File: config.mk
export PLATFORM = sky130hd
export DESIGN_NAME = axi_reg_test_master
export DESIGN_NICKNAME = d
export VERILOG_FILES = /design/src/rtl/axi_test_pkg.sv /design/src/rtl/axi_hs_timeout.sv /design/src/rtl/axi_reg_test_master.sv
export SDC_FILE = /design/constraint.sdc
export NUM_CORES = 1
export LEC_CHECK = 0
export CORE_MARGIN = 2
export CORE_UTILIZATION = 25
export DETAILED_ROUTE_END_ITERATION = 10
export GPL_TIMING_DRIVEN = 0
export PLACE_DENSITY = 0.54
export SYNTH_ARGS = -nofsm -noshare
export SYNTH_HDL_FRONTEND = slang
export SYNTH_SLANG_ARGS = --single-unit
File: constraint.sdc
create_clock -name ACLK -period 2.1 [get_ports ACLK]
set_input_delay 0.525 -clock ACLK [delete_from_list [all_inputs] [get_ports ACLK]]
set_output_delay 0.525 -clock ACLK [all_outputs]
set_load 0.02 [all_outputs]
File: src/rtl/axi_test_pkg.sv
// Shared types and constants for the AXI register test master.
//   - state_t     : master FSM states
//   - AXI_*       : fixed AXI field encodings and response codes
//   - *_W         : ID/address/data/strobe widths
package axi_test_pkg;

  localparam int unsigned ID_W   = 16;
  localparam int unsigned ADDR_W = 32;
  localparam int unsigned DATA_W = 32;
  localparam int unsigned STRB_W = 8;

  localparam logic [1:0] AXI_RESP_OKAY    = 2'b00;
  localparam logic [1:0] AXI_RESP_SLVERR  = 2'b10;
  localparam logic [1:0] AXI_RESP_TIMEOUT = 2'b11;

  localparam logic [2:0] AXI_SIZE_4B    = 3'b010;
  localparam logic [1:0] AXI_BURST_INCR = 2'b01;

  typedef enum logic [2:0] {
    ST_IDLE,
    ST_RD_ADDR,
    ST_RD_DATA,
    ST_WR_REQ,
    ST_WR_RESP,
    ST_RSP
  } state_t;

endpackage

File: src/rtl/axi_hs_timeout.sv
// Handshake timeout counter.
//   clk, rst : clock, synchronous active-high reset
//   clear    : zero the count (state entry)
//   enable   : count this cycle (waiting on an AXI handshake)
//   expired  : count has reached TIMEOUT; holds there until cleared
module axi_hs_timeout #(
  parameter int unsigned TIMEOUT = 256,
  parameter int unsigned TO_W    = 9
) (
  input  logic clk,
  input  logic rst,
  input  logic clear,
  input  logic enable,
  output logic expired
);

  logic [TO_W-1:0] count;

  assign expired = (count == TO_W'(TIMEOUT));

  always_ff @(posedge clk) begin
    if (rst || clear) begin
      count <= '0;
    end else if (enable && !expired) begin
      count <= count + TO_W'(1);
    end
  end

endmodule

File: src/rtl/axi_reg_test_master.sv
// Single-outstanding AXI master turning register commands into single-beat
// AXI reads/writes, returning one response record per command.
//   ACLK/ARESET            : clock, synchronous active-high reset
//   cmd_*                  : command in (valid/ready, write, id, addr, wdata, wstrb)
//   rsp_*                  : response out (valid/ready, data, resp, timeout, id_err)
//   AR*/R*/AW*/W*/B*       : AXI master channels
module axi_reg_test_master
  import axi_test_pkg::*;
#(
  parameter int unsigned TIMEOUT = 256,
  parameter int unsigned TO_W    = 9
) (
  input  logic              ACLK,
  input  logic              ARESET,
  input  logic              cmd_valid,
  output logic              cmd_ready,
  input  logic              cmd_write,
  input  logic [ID_W-1:0]   cmd_id,
  input  logic [ADDR_W-1:0] cmd_addr,
  input  logic [DATA_W-1:0] cmd_wdata,
  input  logic [STRB_W-1:0] cmd_wstrb,
  output logic              rsp_valid,
  input  logic              rsp_ready,
  output logic [DATA_W-1:0] rsp_data,
  output logic [1:0]        rsp_resp,
  output logic              rsp_timeout,
  output logic              rsp_id_err,
  output logic [ID_W-1:0]   ARID,
  output logic [ADDR_W-1:0] ARADDR,
  output logic [3:0]        ARLEN,
  output logic [2:0]        ARSIZE,
  output logic [1:0]        ARBURST,
  output logic              ARVALID,
  input  logic              ARREADY,
  input  logic [ID_W-1:0]   RID,
  input  logic [DATA_W-1:0] RDATA,
  input  logic [1:0]        RRESP,
  input  logic              RLAST,
  input  logic              RVALID,
  output logic              RREADY,
  output logic [ID_W-1:0]   AWID,
  output logic [ADDR_W-1:0] AWADDR,
  output logic [3:0]        AWLEN,
  output logic [2:0]        AWSIZE,
  output logic [1:0]        AWBURST,
  output logic              AWVALID,
  input  logic              AWREADY,
  output logic [DATA_W-1:0] WDATA,
  output logic [STRB_W-1:0] WSTRB,
  output logic              WVALID,
  input  logic              WREADY,
  input  logic [ID_W-1:0]   BID,
  input  logic [1:0]        BRESP,
  input  logic              BVALID,
  output logic              BREADY
);

  state_t state, state_next;
  logic   aw_done, w_done;
  logic   aw_fin, w_fin;
  logic   busy, to_expired, to_abort;
  logic   unused_rlast;

  // Single-beat only; RLAST carries no information here.
  assign unused_rlast = RLAST;

  assign ARLEN   = '0;
  assign AWLEN   = '0;
  assign ARSIZE  = AXI_SIZE_4B;
  assign AWSIZE  = AXI_SIZE_4B;
  assign ARBURST = AXI_BURST_INCR;
  assign AWBURST = AXI_BURST_INCR;

  assign busy = (state == ST_RD_ADDR) || (state == ST_RD_DATA) ||
                (state == ST_WR_REQ)  || (state == ST_WR_RESP);

  axi_hs_timeout #(
    .TIMEOUT (TIMEOUT),
    .TO_W    (TO_W)
  ) u_timeout (
    .clk     (ACLK),
    .rst     (ARESET),
    .clear   (state_next != state),
    .enable  (busy),
    .expired (to_expired)
  );

  always_ff @(posedge ACLK) begin
    if (ARESET) state <= ST_IDLE;
    else        state <= state_next;
  end

  // A channel counts as finished if it handshook earlier or handshakes now.
  assign aw_fin = aw_done || (AWVALID && AWREADY);
  assign w_fin  = w_done  || (WVALID  && WREADY);

  // Handshakes are tested before expiry so a same-cycle handshake wins.
  always_comb begin
    state_next = state;
    to_abort   = 1'b0;
    case (state)
      ST_IDLE:    if (cmd_valid) state_next = cmd_write ? ST_WR_REQ : ST_RD_ADDR;
      ST_RD_ADDR: begin
        if (ARREADY)         state_next = ST_RD_DATA;
        else if (to_expired) begin state_next = ST_RSP; to_abort = 1'b1; end
      end
      ST_RD_DATA: begin
        if (RVALID)          state_next = ST_RSP;
        else if (to_expired) begin state_next = ST_RSP; to_abort = 1'b1; end
      end
      ST_WR_REQ: begin
        if (aw_fin && w_fin) state_next = ST_WR_RESP;
        else if (to_expired) begin state_next = ST_RSP; to_abort = 1'b1; end
      end
      ST_WR_RESP: begin
        if (BVALID)          state_next = ST_RSP;
        else if (to_expired) begin state_next = ST_RSP; to_abort = 1'b1; end
      end
      ST_RSP:     if (rsp_ready) state_next = ST_IDLE;
      default:    state_next = ST_IDLE;
    endcase
  end

  always_comb begin
    cmd_ready = (state == ST_IDLE) && !ARESET;
    ARVALID   = (state == ST_RD_ADDR);
    RREADY    = (state == ST_RD_DATA);
    AWVALID   = (state == ST_WR_REQ) && !aw_done;
    WVALID    = (state == ST_WR_REQ) && !w_done;
    BREADY    = (state == ST_WR_RESP);
    rsp_valid = (state == ST_RSP);
  end

  always_ff @(posedge ACLK) begin
    if (ARESET) begin
      ARID        <= '0;
      ARADDR      <= '0;
      AWID        <= '0;
      AWADDR      <= '0;
      WDATA       <= '0;
      WSTRB       <= '0;
      aw_done     <= 1'b0;
      w_done      <= 1'b0;
      rsp_data    <= '0;
      rsp_resp    <= '0;
      rsp_timeout <= 1'b0;
      rsp_id_err  <= 1'b0;
    end else begin
      case (state)
        ST_IDLE: begin
          if (cmd_valid) begin
            aw_done <= 1'b0;
            w_done  <= 1'b0;
            if (cmd_write) begin
              AWID   <= cmd_id;
              AWADDR <= cmd_addr;
              WDATA  <= cmd_wdata;
              WSTRB  <= cmd_wstrb;
            end else begin
              ARID   <= cmd_id;
              ARADDR <= cmd_addr;
            end
          end
        end
        ST_WR_REQ: begin
          if (AWVALID && AWREADY) aw_done <= 1'b1;
          if (WVALID && WREADY)   w_done  <= 1'b1;
        end
        ST_RD_DATA: begin
          if (RVALID) begin
            rsp_data    <= RDATA;
            rsp_resp    <= RRESP;
            rsp_timeout <= 1'b0;
            rsp_id_err  <= (RID != ARID);
          end
        end
        ST_WR_RESP: begin
          if (BVALID) begin
            rsp_data    <= '0;
            rsp_resp    <= BRESP;
            rsp_timeout <= 1'b0;
            rsp_id_err  <= (BID != AWID);
          end
        end
        default: ;
      endcase
      if (to_abort) begin
        rsp_data    <= '0;
        rsp_resp    <= AXI_RESP_TIMEOUT;
        rsp_timeout <= 1'b1;
        rsp_id_err  <= 1'b0;
      end
    end
  end

endmodule

Word level (Yosys, flattened, before mapping)
Cells that the tools add are included.

Logic and storage cells: 94. Latch bits: 0. Bits in read-only memories: 0. Memories kept: 0. Input bits: 167. RAM bits: 0. Flip-flop bits (word level): 186.

Divide/modulo/power cells: 0. Mux-type cells: 34. Multipliers: 0. Shift-type cells: 0. Bitwise gates (word level): 1. Reduce and logical (&&, ||, !) cells: 28. Equality and inequality tests: 16. Add/sub/neg operators: 1. Magnitude comparators: 0.

Operators by type and width (number): 32-bit two-way mux (2); 32-bit one-hot mux with 2 select lines (1); 16-bit inequality test (2); 3-bit two-way mux (7); 3-bit one-hot mux with 6 select lines (1); 3-bit AND reduction (6); 1-bit two-way mux (13); 9-bit by 1-bit adder with 9-bit output (second input constant) (1); 9-bit equality test (second input constant) (1); 2-bit two-way mux (4); 1-bit one-hot mux with 2 select lines (4); 1-bit logical AND (7); 3-bit by 2-bit equality test with 1-bit output (second input constant) (2); 3-bit equality test (second input constant) (2); 1-bit logical OR (6); 2-bit inequality test (second input constant) (3); 3-bit by 2-bit inequality test with 1-bit output (second input constant) (2); 1-bit zero test (4); 2-bit by 1-bit inequality test with 1-bit output (second input constant) (2); 1-bit one-hot mux with 4 select lines (1); 2-bit one-hot mux with 2 select lines (1); 2-bit nonzero test (2); 3-bit by 1-bit equality test with 1-bit output (second input constant) (1); 3-bit zero test (1); 4 further kinds (4).

Longest topological paths before layout
Word-level depth: 9. Gate-level depth with buffers: 10. Depth with buffers taken out: 7.

Hierarchy
A second synthesis with hierarchy kept.

Cells, all modules: 936. Area total of the unflattened synthesis: 7527.2 µm².

Modules (own cells, without submodules): axi_reg_test_master (area an instance 7074.3 µm², seq. area each 3543.4 µm², instances 1, cells each 883); axi_hs_timeout (area an instance 452.9 µm², seq. area each 180.2 µm², instances 1, cells each 53).

Worst setup path before layout
OpenSTA, ideal clock, no wires.

Path type: in2out. Start point: in ARESET. End point: out cmd_ready. Path slack: 0.044 ns. Data arrival time: 1.531 ns. Path buffers: 2. Stages on the path: 3. Path through: clkbuf_1 > clkbuf_1 > nor4_1.

Word-level cells in the longest chain between the ends: 2.

RTL lines: from (decl) (line axi_reg_test_master.sv:14) `input logic ARESET,`; 1-bit zero test (line axi_reg_test_master.sv:125) `cmd_ready = (state == ST_IDLE) && !ARESET;`; 1-bit logical AND (line axi_reg_test_master.sv:125); to (decl) (line axi_reg_test_master.sv:16) `output logic cmd_ready,`.

Every way passes these cells.

Worst setup path in the final report
Start point: reg state[2]. End point: out cmd_ready.

Word-level cells in the longest chain between the ends: 2.

RTL lines: from (decl) (line axi_reg_test_master.sv:58) `state_t state, state_next;`; from (signal assigned) (line axi_reg_test_master.sv:90) `else state <= state_next;`; 3-bit zero test (line axi_reg_test_master.sv:125); 1-bit logical AND (line axi_reg_test_master.sv:125).

Every way passes these cells.

==> results.py <==
metrics = {
    "drt": {
        "routedWlPerCell_um": 17.16,
        "drc": 0,
        "viasPerCell": 4.412,
        "first_pass_iters": 4,
        "drt_iter0_drc": 312,
        "vias": 7672,
        "ant_nets": 0,
        "routed_wl_um": 29840,
    },
    "setup_path": {
        "r2r_slack_ps": 130,
        "endpoint": "cmd_ready",
        "crit_path_end_kind": "primary output",
        "start_kind": "flip-flop",
        "critical_path.max_fanout": 10,
        "worstReg2RegStart": "state[2]$_SDFF_PP0_",
        "reg2reg_depth": 10,
        "regToRegEndpoint": "AWADDR[27]$_SDFFE_PP0P_",
        "startpoint": "state[2]$_SDFF_PP0_",
        "required_ps": 1570,
        "worstSetupPathType": "reg -> out",
        "crit_arrival_ps": 1530,
    },
    "floorplanning": {
        "start_util_pct": 25.48,
        "fp-row-count": 63,
        "die_h_um": 178.3,
        "ioPinCount": 364,
        "core_area_sq_mm": 0.02980,
        "die_w_um": 178.3,
        "die_area_sq_mm": 0.03178,
    },
    "cts": {
        "cts_tree": "built",
        "cts.sinks": 186,
        "path_clk_slew_ps": 70,
        "cts.htree.levels": 4,
        "insertion_delay_ps": 440,
        "clockRootBuffer": "clkbuf_16",
        "cts_made_buffers": 17,
        "clockBufferDepth": 2,
    },
    "placement": {
        "place_congestion": 0.8179,
        "dpl_worst_slack_ps": -870.9,
        "io_buffers": 343,
        "hpwl_um": 22820,
    },
    "timing": {
        "setup_violations": 0,
        "fin_worst_skew_ps": 17.96,
        "min_period_ps": 2051,
        "hold_viol": 0,
        "period_share_pct": 97.67,
        "clock.fmax_mhz": 487.6,
        "rsz0062_at_grt": "yes",
        "worst_pin_slew_ps": 778.7,
        "whs_ps": 450.2,
        "setup_slack_ps": 49.01,
        "report.final.slew_viol_count": 0,
        "slew_headroom_pct": 48.09,
    },
    "final_layout": {
        "final_common_cell": "clkdlybuf4s50_1",
        "area_growth_pct": 61.64,
        "nets": 1505,
        "drive_gt1_share_pct": 9.503,
        "layout_common_cells": "330 x clkdlybuf4s50_1, 319 x nand2_1, 186 x dfxtp_1, 175 x a21oi_1, 35 x buf_4",
        "n_fill_cell": 3052,
    },
    "min_path": {
        "hold_start": "rsp_data[10]$_SDFFE_PP0P_",
        "hp-class": "reg -> reg",
    },
    "global_route": {
        "grt_start_max_net_pins": 20,
        "grt-ovfl-total": 0,
        "grt_pass1_wl_um": 44030,
        "grt_pass1_vias": 7544,
        "grt_use_total_pct": 18.36,
        "grt_antenna_before_repair": 2,
    },
    "power": {
        "irDropWorstVdd_uv": 395.4,
        "p_per_area_mw_per_mm2": 780.4,
        "p_leak_nw": 4.456,
    },
    "synthesis": {
        "synth_cells": 950,
        "ys.flop_type": "dfxtp_1",
        "seq_area_frac_synth_pct": 49.04,
        "yosys_warnings": 0,
        "async_flop_share_pct": 0,
        "ys_types": 51,
        "synth.avg_cell_area_sq_um": 7.992,
        "ys_ff_latch": 186,
        "syn_area_sq_mm": 0.007592,
        "synth_edf_count": 0,
    },
    "job": {
        "maxCapViolCount": 0,
    },
    "run_status": {
        "outcome": "finished, final reports clean",
    },
}
-- kinds of logic (layout without fill, tap and decap cells) --
logic type,count (synthesis),in the layout,share of synthesized area (%)
buf+inv,93,474,7.119
fa+ha+maj,2,2,0.3295
xor+xnor,39,39,4.499
flops,186,186,49.04
simple gates,428,428,24.62
other cells,2,20,0.09892
compound gates,200,200,14.29
-- how the worst min path moves through the flow --
stage,end,slack (ps),cells after the start
finish,rsp_data[10]$_SDFFE_PP0P_,450,2
global route,rsp_data[29]$_SDFFE_PP0P_,470,2
CTS,rsp_data[10]$_SDFFE_PP0P_,450,2
detailed placement,rsp_data[10]$_SDFFE_PP0P_,440,2
global placement,rsp_data[23]$_SDFFE_PP0P_,440,2
floorplan,u_timeout.count[8]$_SDFFE_PP0P_,510,2
-- power breakdown --
| part | leakage [nW] | switching, W | internal [W] | total (W) |
|---|---|---|---|---|
| sequential | 1.51 | 0.000153 | 0.00376 | 0.00391 |
| combinational | 2.68 | 0.00129 | 0.00111 | 0.00240 |
| clock | 0.266 | 0.00148 | 0.00179 | 0.00327 |
| total | 4.46 | 0.00292 | 0.00666 | 0.00958 |
-- critical path, cell delays in order, from the launching register on --
cell      delay [ps]
dfxtp_1          310
buf_6            130
clkbuf_4         200
nor4_4           290
buf_4            180
-- cells in the mapped netlist, types with 7 or more instances --
cell type	number	area, sq um
buf_6	9	101.4
nand4_1	8	50.05
a21oi_1	175	875.8
buf_2	19	95.09
buf_4	23	172.7
xor2_1	28	245.2
nor2_1	14	52.55
xnor2_1	11	96.34
nand3_1	31	155.2
nor4_1	8	50.05
nand2_1	320	1201
nor3_1	12	60.06
dfxtp_1	186	3724
a31oi_1	7	43.79
clkbuf_1	35	131.4
-- repair_timing --
item / CTS / global route
hold buffers: 0 / 0
gates resized for setup: 60 / 7
setup buffers: 3 / 6
endpoints found under the setup margin: 112 / 100
pin swaps: 1 / 2
-- metal layers --
metal | routed length, um | GRT usage, % | up-vias
met5 | 0 | 0 | -
met4 | 459 | 5.318 | 0
met3 | 2795 | 7.246 | 23
met2 | 14010 | 30.77 | 267
met1 | 12570 | 21.69 | 3501
li1 | - | - | 3881
-- sequential cells by signal (all words and copies together), names as in the netlist, 8 cells and up --
signal           flops
WDATA               32
ARADDR              32
ARID                16
AWADDR              32
u_timeout.count      9
AWID                16
WSTRB                8
rsp_data            32
-- final cells by class --
type	instances	area, sq um	area share, %
Clock inverter	9	117.6	0.9584
Tap cell	390	488.0	3.976
Sequential cell	186	3724	30.34
Buffer	86	554.3	4.517
Multi-Input combinational cell	687	3430	27.95
Inverter	6	27.53	0.2243
Antenna cell	2	5.005	0.04078
Timing Repair Buffer	352	3476	28.32
Clock buffer	21	450.4	3.670
-- per-stage QoR --
stage               instances  power [W]  area (sq um)  util [%]  setup TNS [ps]
CTS                      1731   0.009675         12200     40.94          -25.40
global route             1738    0.01006         12270     41.18          -18.58
detailed placement       1699   0.006336         11570     38.84          -84250
floorplan                 966   0.005163          7652         -               0
global placement         1699   0.006323         11570     38.84          -82590
finish                   1739   0.009576         12270     41.19               0
No activity file was read; power rests on OpenSTA's default activity.
